[config.mk]
export PLATFORM = sky130hd
export DESIGN_NAME = traffic_light_controller
export DESIGN_NICKNAME = d
export VERILOG_FILES = /design/src/rtl/traffic_light_pkg.sv /design/src/rtl/traffic_light_controller_phase_timer.sv /design/src/rtl/traffic_light_controller.sv
export SDC_FILE = /design/constraint.sdc
export NUM_CORES = 1
export LEC_CHECK = 0
export ABC_CLOCK_PERIOD_IN_PS = 2550
export BUFFER_PORTS_ARGS = -buffer_cell sky130_fd_sc_hd__buf_4
export CAP_MARGIN = 5
export CORE_UTILIZATION = 52
export DETAILED_ROUTE_END_ITERATION = 6
export GPL_ROUTABILITY_DRIVEN = 0
export PLACE_DENSITY = 0.77
export SYNTH_ARGS = -nofsm -noshare
export SYNTH_HDL_FRONTEND = slang
export SYNTH_SLANG_ARGS = --single-unit
export TNS_END_PERCENT = 10
[constraint.sdc]
create_clock -name clk -period 2.55 [get_ports clk]
set_clock_uncertainty 0.2 [all_clocks]
set_input_delay 0 -clock clk [delete_from_list [all_inputs] [get_ports clk]]
set_output_delay 0 -clock clk [all_outputs]
set_load 0.1 [all_outputs]
[src/rtl/traffic_light_pkg.sv]
// Shared types, lamp encodings and default phase lengths for the
// two-road traffic light controller. Optional build macro: ALL_RED_EN.
package traffic_light_pkg;

    typedef enum logic [2:0] {
        MAIN_GREEN  = 3'd0,
        MAIN_YELLOW = 3'd1,
        SIDE_LEFT   = 3'd2,
        SIDE_GREEN  = 3'd3,
        SIDE_YELLOW = 3'd4,
        MAIN_LEFT   = 3'd5,
        ALL_RED     = 3'd6
    } state_t;

    localparam logic [2:0] LAMP_RED = 3'b100;
    localparam logic [2:0] LAMP_YEL = 3'b010;
    localparam logic [2:0] LAMP_GRN = 3'b001;

    localparam int DEF_T_GREEN  = 20;
    localparam int DEF_T_YELLOW = 3;
    localparam int DEF_T_LEFT   = 5;
    localparam int DEF_T_ALLRED = 2;

    typedef struct packed {
        logic [2:0] main_road;
        logic [2:0] side_road;
        logic       main_left;
        logic       side_left;
    } lamps_t;

    // Lamp pattern shown in each state; anything not listed is all-red.
    function automatic lamps_t lamp_decode(input state_t s);
        lamps_t l;
        l.main_road = LAMP_RED;
        l.side_road = LAMP_RED;
        l.main_left = 1'b0;
        l.side_left = 1'b0;
        case (s)
            MAIN_GREEN:  l.main_road = LAMP_GRN;
            MAIN_YELLOW: l.main_road = LAMP_YEL;
            SIDE_LEFT:   l.side_left = 1'b1;
            SIDE_GREEN:  l.side_road = LAMP_GRN;
            SIDE_YELLOW: l.side_road = LAMP_YEL;
            MAIN_LEFT:   l.main_left = 1'b1;
            default:     ;
        endcase
        return l;
    endfunction

    // Phase that follows a yellow or left-turn phase. Left-turn phases are
    // skipped when the matching road has no vehicle waiting.
    function automatic state_t ring_after(input state_t from,
                                          input logic   main_s,
                                          input logic   side_s);
        state_t n;
        case (from)
            MAIN_YELLOW: n = side_s ? SIDE_LEFT : SIDE_GREEN;
            SIDE_LEFT:   n = SIDE_GREEN;
            SIDE_YELLOW: n = main_s ? MAIN_LEFT : MAIN_GREEN;
            default:     n = MAIN_GREEN;
        endcase
        return n;
    endfunction

endpackage

[src/rtl/traffic_light_controller_phase_timer.sv]
// Phase timer: 5-bit up-counter with synchronous clear and hold.
// done flags the last cycle of a phase (count == limit-1).
module phase_timer
    import traffic_light_pkg::*;
(
    input  logic       clk,
    input  logic       rst_n,
    input  logic       clear,
    input  logic       hold,
    input  logic [4:0] limit,
    output logic [4:0] count,
    output logic       done
);

    // Count cycles in the current phase; clear wins over hold.
    always_ff @(posedge clk or negedge rst_n) begin
        if (!rst_n) begin
            count <= 5'd0;
        end else if (clear) begin
            count <= 5'd0;
        end else if (!hold) begin
            count <= count + 5'd1;
        end
    end

    // Last cycle of the phase.
    always_comb begin
        done = (count == (limit - 5'd1));
    end

endmodule

[src/rtl/traffic_light_controller.sv]
// Two-road intersection sequencer with protected left-turn phases.
// Ring: MAIN_GREEN -> MAIN_YELLOW -> SIDE_LEFT -> SIDE_GREEN -> SIDE_YELLOW
//       -> MAIN_LEFT -> MAIN_GREEN, greens held on demand, lefts skippable.
// Optional build macro ALL_RED_EN inserts an ALL_RED clearance after every
// yellow and left-turn phase.
// Handshake: none; sensors are level inputs sampled only on a phase's last
// cycle (counter == T-1), lamps are registered and change only on clk.
// state_dbg exposes the FSM state register for checkers.
module traffic_light_controller
    import traffic_light_pkg::*;
#(
    parameter int T_GREEN  = DEF_T_GREEN,
    parameter int T_YELLOW = DEF_T_YELLOW,
    parameter int T_LEFT   = DEF_T_LEFT
`ifdef ALL_RED_EN
    ,
    parameter int T_ALLRED = DEF_T_ALLRED
`endif
) (
    input  logic       clk,
    input  logic       rst_n,
    input  logic       main_sensor,
    input  logic       side_sensor,
    output logic [2:0] main_road,
    output logic [2:0] side_road,
    output logic [4:0] counter,
    output logic       main_turn_left,
    output logic       side_turn_left,
    output logic [2:0] state_dbg
);

    state_t     state;
    state_t     nxt;
    lamps_t     nxt_lamps;
    logic [4:0] limit;
    logic       done;
    logic       clear;
    logic       hold;

`ifdef ALL_RED_EN
    // Phase that led into ALL_RED, so the clearance knows where to go next.
    state_t     prev_state;
`endif

    // Length of the phase currently being timed.
    always_comb begin
        limit = 5'(T_GREEN);
        case (state)
            MAIN_GREEN, SIDE_GREEN:  limit = 5'(T_GREEN);
            MAIN_YELLOW, SIDE_YELLOW: limit = 5'(T_YELLOW);
            MAIN_LEFT, SIDE_LEFT:    limit = 5'(T_LEFT);
`ifdef ALL_RED_EN
            ALL_RED:                 limit = 5'(T_ALLRED);
`endif
            default:                 limit = 5'(T_GREEN);
        endcase
    end

    // Next-state decision, evaluated only on the last cycle of a phase.
    always_comb begin
        nxt = state;
        if (done) begin
            case (state)
                MAIN_GREEN: begin
                    if (side_sensor) nxt = MAIN_YELLOW;
                end
                SIDE_GREEN: begin
                    if (!side_sensor || main_sensor) nxt = SIDE_YELLOW;
                end
                MAIN_YELLOW, SIDE_LEFT, SIDE_YELLOW, MAIN_LEFT: begin
`ifdef ALL_RED_EN
                    nxt = ALL_RED;
`else
                    nxt = ring_after(state, main_sensor, side_sensor);
`endif
                end
`ifdef ALL_RED_EN
                ALL_RED: begin
                    nxt = ring_after(prev_state, main_sensor, side_sensor);
                end
`endif
                default: nxt = MAIN_GREEN;
            endcase
        end
    end

    // Restart the timer on a phase change; freeze it while a green is held.
    always_comb begin
        clear     = (nxt != state);
        hold      = done && !clear;
        nxt_lamps = lamp_decode(nxt);
    end

    phase_timer u_timer (
        .clk   (clk),
        .rst_n (rst_n),
        .clear (clear),
        .hold  (hold),
        .limit (limit),
        .count (counter),
        .done  (done)
    );

    // State register with lamp outputs registered from the next-state decode.
    always_ff @(posedge clk or negedge rst_n) begin
        if (!rst_n) begin
            state          <= MAIN_GREEN;
            main_road      <= LAMP_GRN;
            side_road      <= LAMP_RED;
            main_turn_left <= 1'b0;
            side_turn_left <= 1'b0;
`ifdef ALL_RED_EN
            prev_state     <= MAIN_GREEN;
`endif
        end else begin
            state          <= nxt;
            main_road      <= nxt_lamps.main_road;
            side_road      <= nxt_lamps.side_road;
            main_turn_left <= nxt_lamps.main_left;
            side_turn_left <= nxt_lamps.side_left;
`ifdef ALL_RED_EN
            if (nxt == ALL_RED && state != ALL_RED) prev_state <= state;
`endif
        end
    end

    // Debug view of the FSM state.
    always_comb begin
        state_dbg = state;
    end

endmodule

### Word-level counts from Yosys, hierarchy flattened

Cells that the tools add are included.

| operators by class | value |
|---|---|
| reduce and logical (&&, ||, !) cells | 9 |
| mux-type cells | 14 |
| $add $sub $neg | 2 |
| bitwise gates (word level) | 0 |
| div/mod/pow operators | 0 |
| shift-type cells | 0 |
| equal/unequal tests | 13 |
| $lt $le $gt $ge | 0 |
| $mul | 0 |

Operators by type and width:

| operator | number |
|---|---|
| $pmux W3 S3 | 2 |
| $eq A3 B2 Y1 const B | 4 |
| $eq A3 B3 Y1 const B | 4 |
| $mux W3 | 4 |
| $pmux W3 S2 | 2 |
| $mux W5 | 2 |
| $pmux W5 S2 | 1 |
| $eq A3 B1 Y1 const B | 2 |
| $logic_not A3 Y1 | 2 |
| $add A5 B1 Y5 const B | 1 |
| $eq A5 B5 Y1 | 1 |
| $sub A5 B1 Y5 const B | 1 |
| $reduce_or A2 Y1 | 2 |
| $reduce_or A4 Y1 | 1 |
| $mux W1 | 3 |
| $ne A3 B3 Y1 | 1 |
| $logic_not A1 Y1 | 2 |
| $ne A2 B2 Y1 const B | 1 |
| $logic_and A1 B1 Y1 | 1 |
| $logic_or A1 B1 Y1 | 1 |

| storage, ports and cells | value |
|---|---|
| input port bits | 4 |
| logic and storage cells | 44 |
| memories kept | 0 |
| bits in latches | 0 |
| register bits | 16 |
| RAM bits | 0 |
| bits in read-only memories | 0 |
| output and inout bits | 16 |

### Longest topological paths before layout

Gate-level depths: netlist of the first run.

| logic depth | value |
|---|---|
| depth in word-level cells | 11 |
| mapped depth | 7 |
| gate-level depth less buffers | 5 |

### Modules after synthesis

A second synthesis of the first run with hierarchy kept.

| second synthesis, totals | value |
|---|---|
| cells, all modules | 103 |
| area, all modules | 982.2 um^2 |

Modules (own cells, without submodules):

| module | times used | cells each | area each (um^2) | sequential area each (um^2) |
|---|---|---|---|---|
| traffic_light_controller | 1 | 70 | 634.4 | 277.8 |
| phase_timer | 1 | 33 | 347.8 | 125.1 |

### Worst setup path before layout of the first run

Ideal clock, no wire load.

| path | value |
|---|---|
| path type | register to register |
| start | reg state[0], in the netlist state_dbg[0] |
| end | reg state[0], in the netlist state_dbg[0] |
| slack | -68 ps |
| data required time | 2212 ps |
| period minus slack after synthesis | 2618 ps |
| stages on the path, launching flop included | 8 |
| path buffers | 2 |
| setup time | 138 ps |
| arrival | 2280 ps |
| cell sequence | dfrtp_1 > buf_2 > nor3_1 > or3_1 > a32oi_2 > buf_6 > nor2b_1 > o221ai_1 |

| on the way | value |
|---|---|
| longest elaborated chain between the ends | 6 |
| elaborated cells on any way between the ends | 17 |
| classes of those cells | add/sub (1); eq/ne (6); mux (6); reduce/logical (4) |

RTL lines:

| item | line | RTL |
|---|---|---|
| start: declaration | traffic_light_controller.sv:32 | `state_t state;` |
| start signal: assignment | traffic_light_controller.sv:116 | `state <= nxt;` |
| $eq A3 B2 Y1, or another cell as far along | traffic_light_pkg.sv:56, traffic_light_controller.sv:48, traffic_light_controller.sv:63 |  |
| $reduce_or A2 Y1 | traffic_light_controller.sv:48 | `case (state)` |
| $pmux W5 S2 | traffic_light_controller.sv:48 |  |
| $sub A5 B1 Y5 | traffic_light_controller_phase_timer.sv:28 | `done = (count == (limit - 5'd1));` |
| $eq A5 B5 Y1 | traffic_light_controller_phase_timer.sv:28 |  |
| $mux W3 * | traffic_light_controller.sv:62 | `if (done) begin` |
| named net nxt[0] | traffic_light_controller.sv:33 | `state_t nxt;` |

Mark *: on every way through the listed nets, which the timed path passes. The rest lies on a longest branch.
A chain may end at the register's enable or synchronous reset.

==> flow_summary_export.csv, run 1 <==
group,metric,value,unit
clock_tree,cts_buffer_depth,2,
place,port-buffer-count,19,
floorplanning,core,1708,sq um
sta,finalSetupTns,0,ns
run_status,status,"finished, final reports clean",
yosys,post_synth_and_or_nand_nor_area_fraction,0.2404,
worst_setup_path,crit_arrival,2.24,ns
worst_setup_path,path_max_fanout,16,
layout,finalNetCount,132,
yosys,ys_async_sr_fraction,1.000,
clock_tree,cts_resized,0,
yosys,synth_top_family_by_area,"simple AND/OR/NAND/NOR gates",
sta,setup_violations,0,
routing,via_per_inst,5.762,
routing,ant_nets,0,
yosys,synthXorXnorAreaFrac,0.02789,
routing,wl_per_cell,13.81,um
routing,drt-initial-drc-count,23,
clock_tree,cts_tree,"done",
floorplanning,die-height,44.57,um
yosys,synth_compound_area_frac,0.2258,
floorplanning,start_util,0.5516,
yosys,yosysUniqueCellTypes,41,
worst_setup_path,cp-start-kind,"flip-flop",
yosys,postSynthAreaPerCell,8.973,sq um
layout,synthToLayoutAreaGrowth,24.04,%
yosys,synth_seq_area_share,0.4276,
yosys,yosysWarningCount,0,
floorplanning,ios,20,
yosys,syn_area,942.2,sq um
worst_setup_path,crit_path_cell_trace,"nor3_1, or3_1, a32oi_2, buf_4, nand2_1, a32o_1",
routing,dr.pass1.iters,4,
worst_setup_path,critPathCaptureType,"flip-flop",
sta,report.final.slew_viol_count,0,
worst_setup_path,crit_type,"flip-flop to flip-flop",
sta,fmax,450.7,MHz
worst_hold_path,hold_class,"primary input to asynchronous set/reset pin",
global_route,antenna_found_initial,0,
yosys,synth-adder-area-share,0.01328,
worst_setup_path,max_stage_delay,0.63,ns
routing,drc_errors,0,
layout,antenna_cells,0,
yosys,synth-edff-count,0,
global_route,first_global_vias,727,
yosys,synth_ff_type,"dfrtp_1",
global_route,grt_pass1_wl,3.353,mm
sta,hold_violations,0,
clock_tree,cts_made_buffers,3,
place,dp_hpwl,1.398,mm
clock_tree,ctsHtreeMaxLevel,1,
sta,finalCriticalPeriod,2.219,ns
clock_tree,clockRootBuffer,"clkbuf_4",
sta,worst_pin_slew,0.6364,ns
clock_tree,cts_num_sinks,16,
clock_tree,clk-insertion-delay-late,0.28,ns
floorplanning,rows,15,
floorplanning,dieWidth,44.57,um
global_route,grt_start_max_net_pins,23,
place,place_area,1092,sq um
worst_setup_path,worstPathRequired,2.57,ns
yosys,synthMuxAreaShare,0,
worst_setup_path,path_buf_inv,1,
worst_setup_path,cp_slowest_cell,"dfrtp_1",
global_route,grt.total_usage,0.2347,
yosys,postSynthCellCount,105,
sta,slew_headroom,0.5743,
sta,min_period_over_period,0.8701,
flow_run,max_cap_violations,0,
layout,layout-drive-gt1-share,0.2698,
clock_tree,clk_pin_slew_worst_paths,0.09,ns
sta,grt_setup_unrepaired,"false",
worst_setup_path,cp_top_family,"simple AND/OR/NAND/NOR gates",
floorplanning,die-area,1986,sq um
layout,fin_util,0.6842,
layout,stdcell_area,1169,sq um
routing,num_vias,870,
yosys,synth_nets,110,
routing,finalWirelength,2.086,mm
global_route,gr-total-overflow,0,
yosys,ys_ff_latch,16,
-- cells in the final DEF, fill, tap and decap left out, types with 3 or more instances in the layout --
cell	instances
buf_4	21
nand2_1	11
dfrtp_1	11
a21oi_1	8
nand3_1	7
inv_1	5
nor3_1	4
nor2_1	4
dlygate4sd3_1	4
or3_1	3
or2_2	3
a31oi_1	3
clkbuf_4	3
dfrtp_2	3
-- timing repair --
action | in CTS | in global routing
hold buffers | 4 | 0
buffers inserted | 0 | 0
hold endpoints to repair | 26 | 0
-- metrics by stage --
step           instances  worst slack (ns)  hold slack (ns)
2_1_floorplan        105          0.004179          -0.4956
3_3_place_gp         143            0.4331          -0.3321
3_5_place_dp         143            0.3847          -0.3309
4_1_cts              151            0.3478         0.009685
5_1_grt              151            0.2072          0.03270
6_report             151            0.3313          0.03139
-- layer usage --
layer / up-vias / GRT usage / part of all wire / routed length (um)
met3: 4 / 0.02449 / 0.042 / 88
met5: - / 0 / 0 / 0
li1: 422 / - / - / -
met4: 0 / 0.1091 / 0.013 / 27
met1: 410 / 0.3223 / 0.47 / 985
met2: 34 / 0.3706 / 0.47 / 985
-- final timing paths --
kind | startpoint | to | slack, ns | cells past startpoint
min reg2reg | u_timer.count[3] | u_timer.count[3] | 0.39 | 1
max in group asynchronous | rst_n | state_dbg[2] | 1.03 | 3
max | state_dbg[1] | main_road[0] | 0.33 | 6
min in group clk | u_timer.count[3] | u_timer.count[3] | 0.39 | 1
min | rst_n | main_road[0] | 0.03 | 2
max reg2reg | state_dbg[1] | main_road[0] | 0.33 | 6
-- Yosys cell counts (2+ instances only) --
cell type  number  area, sq um
dfrtp_1        14        350.3
nand2_1        11        41.29
a21oi_1         8        40.04
nand3_1         7        35.03
clkbuf_1        5        18.77
inv_1           5        18.77
nor2_1          4        15.01
nor3_1          4        20.02
a31oi_1         3        18.77
or2_2           3        18.77
or3_1           3        18.77
and3b_1         2        17.52
dfstp_2         2        52.55
nand3b_1        2        15.01
nor2b_1         2        12.51
o21ai_0         2        10.01
o21ai_1         2        10.01
o22ai_1         2        12.51
xnor2_1         2        17.52
-- cells by family (layout without fill, tap and decap cells) --
kind of cell             after synthesis  in the layout
flip-flops                            16             16
AO/OA/AOI/OAI                         30             30
AND/OR/NAND/NOR                       42             42
adder cells (fa/ha/maj)                1              1
XOR/XNOR                               3              3
buffers and inverters                 13             34
-- area by class of cell --
type | count | area, sq um
Tap cell | 25 | 31.28
Multi-Input combinational cell | 76 | 478.0
Timing Repair Buffer | 25 | 197.7
Clock buffer | 4 | 36.28
Sequential cell | 16 | 406.6
Inverter | 5 | 18.77
Fill cell | 142 | 539.3
-- flip-flops by register name, summed over array words and instances, names as in the netlist --
register / cells
u_timer.count: 5
main_road: 3
side_road: 3
state_dbg: 3
main_turn_left: 1
side_turn_left: 1
Power of run 1 is not shown: default switching activity piles up to over one toggle a cycle in this logic, so the estimate is an artifact.
==> run 2: changes to the inputs <==
CORE_UTILIZATION = 53   (was 52)
SYNTH_HIERARCHICAL = 1   (was default)
==> run 2 against run 1 <==
  * The run now ends with setup timing left
  * Die area grew 2.2%
  * Highest routed layer unchanged
  * Worst setup slack lost 0.43 ns
  * First-iteration DRC count down 13%
==> flow_summary_export.csv, run 2 <==
group,metric,value,unit
floorplanning,die-area,2030,sq um
yosys,yosysUniqueCellTypes,38,
place,port-buffer-count,19,
sta,hold_violations,0,
floorplanning,dieWidth,45.05,um
layout,synthToLayoutAreaGrowth,44.20,%
yosys,postSynthAreaPerCell,9.536,sq um
yosys,synth_commonest_cells,"14 x dfrtp_1, 10 x nor2_1, 6 x a21oi_1, 6 x xnor2_1, 6 x xor2_1",
floorplanning,core,1727,sq um
layout,largest_reg_flops,5,
floorplanning,ios,20,
worst_setup_path,path_max_fanout,3,
layout,finalNetCount,144,
worst_setup_path,path_buf_inv,3,
clock_tree,clk_pin_slew_worst_paths,0.10,ns
worst_setup_path,crit_type,"flip-flop to flip-flop",
routing,drc_errors,0,
sta,fmax,378.1,MHz
yosys,ys_async_sr_fraction,1.000,
routing,drt-initial-drc-count,20,
layout,fill_cells,111,
yosys,synth_seq_area_share,0.4102,
worst_setup_path,critPathCaptureType,"flip-flop",
yosys,ys_ff_latch,16,
sta,worst_pin_slew,0.6170,ns
clock_tree,cts_made_buffers,3,
clock_tree,clk-insertion-delay-late,0.29,ns
worst_setup_path,crit_path_cell_trace,"xor2_4, nand2b_4, inv_4, inv_2, ha_4, nor3b_2, xnor2_1, nor3_4, buf_4, and3b_1, nor4_2, o221ai_1",
global_route,gr-total-overflow,0,
sta,grt_setup_unrepaired,"true",
worst_setup_path,crit_arrival,2.61,ns
run_status,status,"complete, but fails checks",
clock_tree,cts_buffer_depth,2,
place,dp_hpwl,1.336,mm
global_route,grt_pass1_wl,3.691,mm
worst_setup_path,cp_slowest_cell,"dfrtp_4",
place,place_area,1254,sq um
routing,via_per_inst,5.469,
layout,layout_common_cells,"30 x buf_4, 11 x dfrtp_1, 9 x nor2_1",
layout,antenna_cells,0,
yosys,synth_ff_type,"dfrtp_1",
routing,num_vias,886,
routing,wl_per_cell,14.37,um
routing,finalWirelength,2.328,mm
sta,finalSetupTns,-0.3932,ns
floorplanning,start_util,0.5688,
layout,layout-drive-gt1-share,0.4307,
worst_setup_path,worstPathRequired,2.52,ns
floorplanning,rows,15,
global_route,grt.total_usage,0.2636,
sta,setup_violations,9,
sta,finalCriticalPeriod,2.645,ns
clock_tree,cts_num_sinks,16,
sta,report.final.slew_viol_count,0,
run_status,violations,"setup timing",
worst_setup_path,cp-start-kind,"flip-flop",
routing,ant_nets,0,
yosys,postSynthCellCount,103,
worst_setup_path,cp_top_family,"simple AND/OR/NAND/NOR gates",
yosys,synthTopCellsByArea,"dfrtp_1 36%, dfstp_2 5.4%, xnor2_1 5.4%, xor2_1 5.4%, nor2_1 3.8%",
yosys,synth-edff-count,0,
flow_run,max_cap_violations,0,
place,dp_slack,-0.1732,ns
layout,top_register,"u_timer/count",
layout,layout_commonest_cell,"buf_4",
sta,whs,0.4079,ns
global_route,antenna_found_initial,0,
clock_tree,ctsHtreeMaxLevel,1,
yosys,yosys.area.top_type_share,0.3567,
layout,stdcell_area,1416,sq um
yosys,yosysWarningCount,6,
routing,dr.pass1.iters,4,
global_route,grt_start_max_net_pins,21,
sta,slew_headroom,0.5873,
yosys,yosysMostFrequentCell,"dfrtp_1",
yosys,syn_area,982.2,sq um
worst_setup_path,max_stage_delay,0.54,ns
global_route,first_global_vias,781,
clock_tree,clockRootBuffer,"clkbuf_4",
worst_hold_path,hold_class,"primary input to flip-flop",
sta,min_period_over_period,1.037,
yosys,yosysTopAreaCell,"dfrtp_1",
floorplanning,die-height,45.05,um
sta,worst_slack,-0.09468,ns
clock_tree,cts_tree,"done",
==> run 2: cell types whose count changed after synthesis, sizes merged, moves of 3 or more <==
cell	change
nand2	-6
nand4b	+3
nand3	-6
xor2	+5
xnor2	+4
clkbuf	-3
or3	-3
nor2	+6
or2	-3
==> run 2: worst register-to-register path: stages (launching register included) <==
cell and delay, ns:
dfrtp_4 0.54, xor2_4 0.20, nand2b_4 0.08, inv_4 0.06
inv_2 0.04, ha_4 0.15, nor3b_2 0.15, xnor2_1 0.23
nor3_4 0.09, buf_4 0.15, and3b_1 0.20, nor4_2 0.31
o221ai_1 0.15
==> run 2: layout make-up <==
cell class / count / area (sq um) / share of cell area
Multi-Input combinational cell: 76 / 626.9 / 0.4426
Timing Repair Buffer: 36 / 286.5 / 0.2023
Clock buffer: 4 / 36.28 / 0.02562
Sequential cell: 16 / 414.1 / 0.2924
Inverter: 5 / 21.27 / 0.01502
Tap cell: 25 / 31.28 / 0.02208
==> run 2: layer usage <==
metal | routed length [um] | up-vias | part of all wire | global-route usage
met2 | 1229 | 40 | 0.53 | 0.4406
met4 | 64 | 0 | 0.027 | 0.09091
met5 | 0 | - | 0 | 0
li1 | - | 422 | - | -
met1 | 928 | 414 | 0.40 | 0.3429
met3 | 105 | 10 | 0.045 | 0.04800
==> run 2: cells by family after synthesis <==
logic type	after synthesis	share of synthesized area
compound gates	19	0.1210
buf+inv	12	0.05732
simple gates	39	0.2421
other cells	1	0.003818
fa+ha+maj	2	0.02547
flops	16	0.4102
xor+xnor	13	0.1299
mux	1	0.01019
==> run 2: worst paths after layout <==
path / start / endpoint / slack, ns / cells past startpoint
hold reg to reg: u_timer/count[4] / u_timer/count[4] / 0.42 / 2
min in group asynchronous: rst_n / main_road[0] / 0.55 / 3
setup reg to reg: state_dbg[2] / state_dbg[0] / -0.09 / 12
setup / recovery: state_dbg[2] / state_dbg[0] / -0.09 / 12
hold / removal: side_sensor / side_turn_left / 0.41 / 4
max in group asynchronous: rst_n / state_dbg[1] / 0.51 / 4
==> run 2: repair_timing <==
item	in CTS	in global routing
buffers inserted	2	0
endpoints found under the setup margin	11	13
pin swaps	11	1
hold buffers	5	0
resized for setup	7	4
hold endpoints to repair	23	0
==> run 2: stage by stage <==
stage | utilization | std cells
2_1_floorplan | - | 104
3_3_place_gp | 0.7261 | 151
3_5_place_dp | 0.7261 | 151
4_1_cts | 0.8080 | 162
5_1_grt | 0.8203 | 162
6_report | 0.8203 | 162
Power of run 2 is left out for the same reason.
==> run 3: changes to the inputs <==
TNS_END_PERCENT = 30   (was 10)
==> run 3 against run 2 <==
  * The flow still finishes with violations (setup timing)
  * Worst setup slack better by 0.043 ns
  * Maximum frequency is 1.6% higher
  * Count of clock-buffer cells in the layout unchanged
  * Routed wire length decreased by 5.8%
  * Hold slack lost 0.0050 ns
  * Core utilization rose by 0.51 points
  * Sequential cell count stayed put
  * Final cell count did not move
  * Non-clock buffer count unchanged
  * Design area increased by 0.62%
  * Die area unchanged
  * Critical path type unchanged
  * Critical endpoint is now u_timer/count[1]
  * Largest cell class unchanged
==> flow_summary_export.csv, run 3 (same netlist as run 2, synthesis figures left out) <==
group,metric,value,unit
layout,largest_reg_flops,5,
global_route,grt_start_max_net_pins,21,
sta,report.final.slew_viol_count,0,
place,place_area,1254,sq um
floorplanning,ios,20,
clock_tree,cts_tree,"done",
sta,worst_pin_slew,0.6384,ns
layout,synthToLayoutAreaGrowth,45.10,%
worst_setup_path,cp-start-kind,"flip-flop",
clock_tree,clk_pin_slew_worst_paths,0.09,ns
clock_tree,ctsHtreeMaxLevel,1,
global_route,gr-total-overflow,0,
routing,drt-initial-drc-count,26,
place,port-buffer-count,19,
clock_tree,cts_buffer_depth,2,
sta,finalCriticalPeriod,2.602,ns
routing,wl_per_cell,13.54,um
sta,min_period_over_period,1.020,
global_route,first_global_vias,766,
routing,via_per_inst,5.241,
layout,layout_commonest_cell,"buf_4",
floorplanning,die-area,2030,sq um
layout,antenna_cells,0,
layout,layout-drive-gt1-share,0.4599,
sta,hold_violations,0,
sta,setup_violations,4,
routing,drc_errors,0,
clock_tree,cts_made_buffers,3,
global_route,gr-usage-met3,0.04800,
routing,dr.pass1.iters,4,
run_status,status,"complete, but fails checks",
worst_setup_path,crit_type,"flip-flop to flip-flop",
routing,finalWirelength,2.193,mm
layout,top_register,"u_timer/count",
clock_tree,cts_num_sinks,16,
layout,layout_common_cells,"31 x buf_4, 11 x dfrtp_1, 9 x nor2_1",
global_route,grtUsageMet2,0.3797,
floorplanning,rows,15,
floorplanning,start_util,0.5688,
clock_tree,clockRootBuffer,"clkbuf_4",
run_status,violations,"setup timing",
floorplanning,dieWidth,45.05,um
global_route,busiest_layer,"met2",
sta,grt_setup_unrepaired,"true",
clock_tree,clk-insertion-delay-late,0.29,ns
worst_hold_path,hold_class,"primary input to flip-flop",
routing,num_vias,849,
global_route,met1_usage,0.3464,
floorplanning,die-height,45.05,um
worst_setup_path,worstPathRequired,2.53,ns
global_route,antenna_found_initial,0,
global_route,grt.total_usage,0.2417,
worst_setup_path,crit_arrival,2.58,ns
worst_setup_path,critPathCaptureType,"flip-flop",
floorplanning,core,1727,sq um
place,dp_hpwl,1.435,mm
layout,fin_util,0.8254,
routing,ant_nets,0,
sta,slew_headroom,0.5730,
worst_setup_path,path_max_fanout,5,
layout,stdcell_area,1425,sq um
sta,fmax,384.3,MHz
sta,worst_slack,-0.05196,ns
layout,finalNetCount,144,
global_route,grt_pass1_wl,3.491,mm
flow_run,max_cap_violations,0,
==> run 3: cell count changes in the layout (fill, tap and decap cells not counted) <==
cell	previous run	this run
nand2b_4	2	1
o21ai_1	5	4
nand2b_1	1	2
xor2_2	0	3
xnor2_1	5	3
inv_2	3	4
xnor2_2	1	3
inv_4	1	0
buf_6	1	0
xor2_1	5	3
o21ai_2	1	2
buf_4	30	31
xor2_4	1	0
==> run 3: metal layers <==
metal	vias up	part of all wire
met2	33	0.48
met5	-	0
li1	416	-
met4	0	0.0078
met1	394	0.47
met3	6	0.049
==> run 3: path summary, 6_finish.rpt <==
path	startpoint	end	slack [ns]	cells after the start
hold reg to reg	u_timer/count[4]	u_timer/count[4]	0.44	2
max in group asynchronous	rst_n	state_dbg[0]	0.46	4
hold / removal	side_sensor	side_turn_left	0.40	4
setup reg to reg	state_dbg[2]	u_timer/count[1]	-0.05	13
min in group asynchronous	rst_n	side_road[2]	0.58	3
setup / recovery	state_dbg[2]	u_timer/count[1]	-0.05	13
==> run 3: cell type report <==
type | instances | area, sq um
Multi-Input combinational cell | 76 | 641.9
Sequential cell | 16 | 414.1
Fill cell | 109 | 301.5
Timing Repair Buffer | 36 | 282.8
Clock buffer | 4 | 36.28
Tap cell | 25 | 31.28
Inverter | 5 | 18.77
==> run 3: worst max-delay path, stage by stage (launching register included) <==
cell	delay, ns
dfrtp_4	0.52
xor2_2	0.21
nand2b_4	0.07
inv_2	0.06
inv_2	0.04
ha_4	0.26
xor2_2	0.16
nand3_2	0.11
nor3_4	0.18
inv_2	0.09
nor3_4	0.20
buf_4	0.16
mux2i_1	0.16
nor2_1	0.06
==> run 3: through the flow <==
step                      hold slack (ns)  setup slack, ns  std cells  setup TNS (ns)
after floorplan                   -0.4956          -0.4401        104          -5.126
after global placement            -0.3324         -0.09230        151         -0.4915
after detailed placement          -0.3341          -0.1643        151          -1.047
after CTS                          0.3869         -0.08286        162         -0.3000
after global routing               0.4338          -0.2212        162          -1.242
final                              0.4028         -0.05196        162         -0.1769
==> run 3: timing repair <==
item,CTS,global route
buffers inserted,2,0
hold buffers,5,0
pin swaps,10,3
hold endpoints to repair,24,0
setup endpoints to repair,11,11
gates resized for setup,8,4
cloned,0,0
Power of run 3 is left out for the same reason.
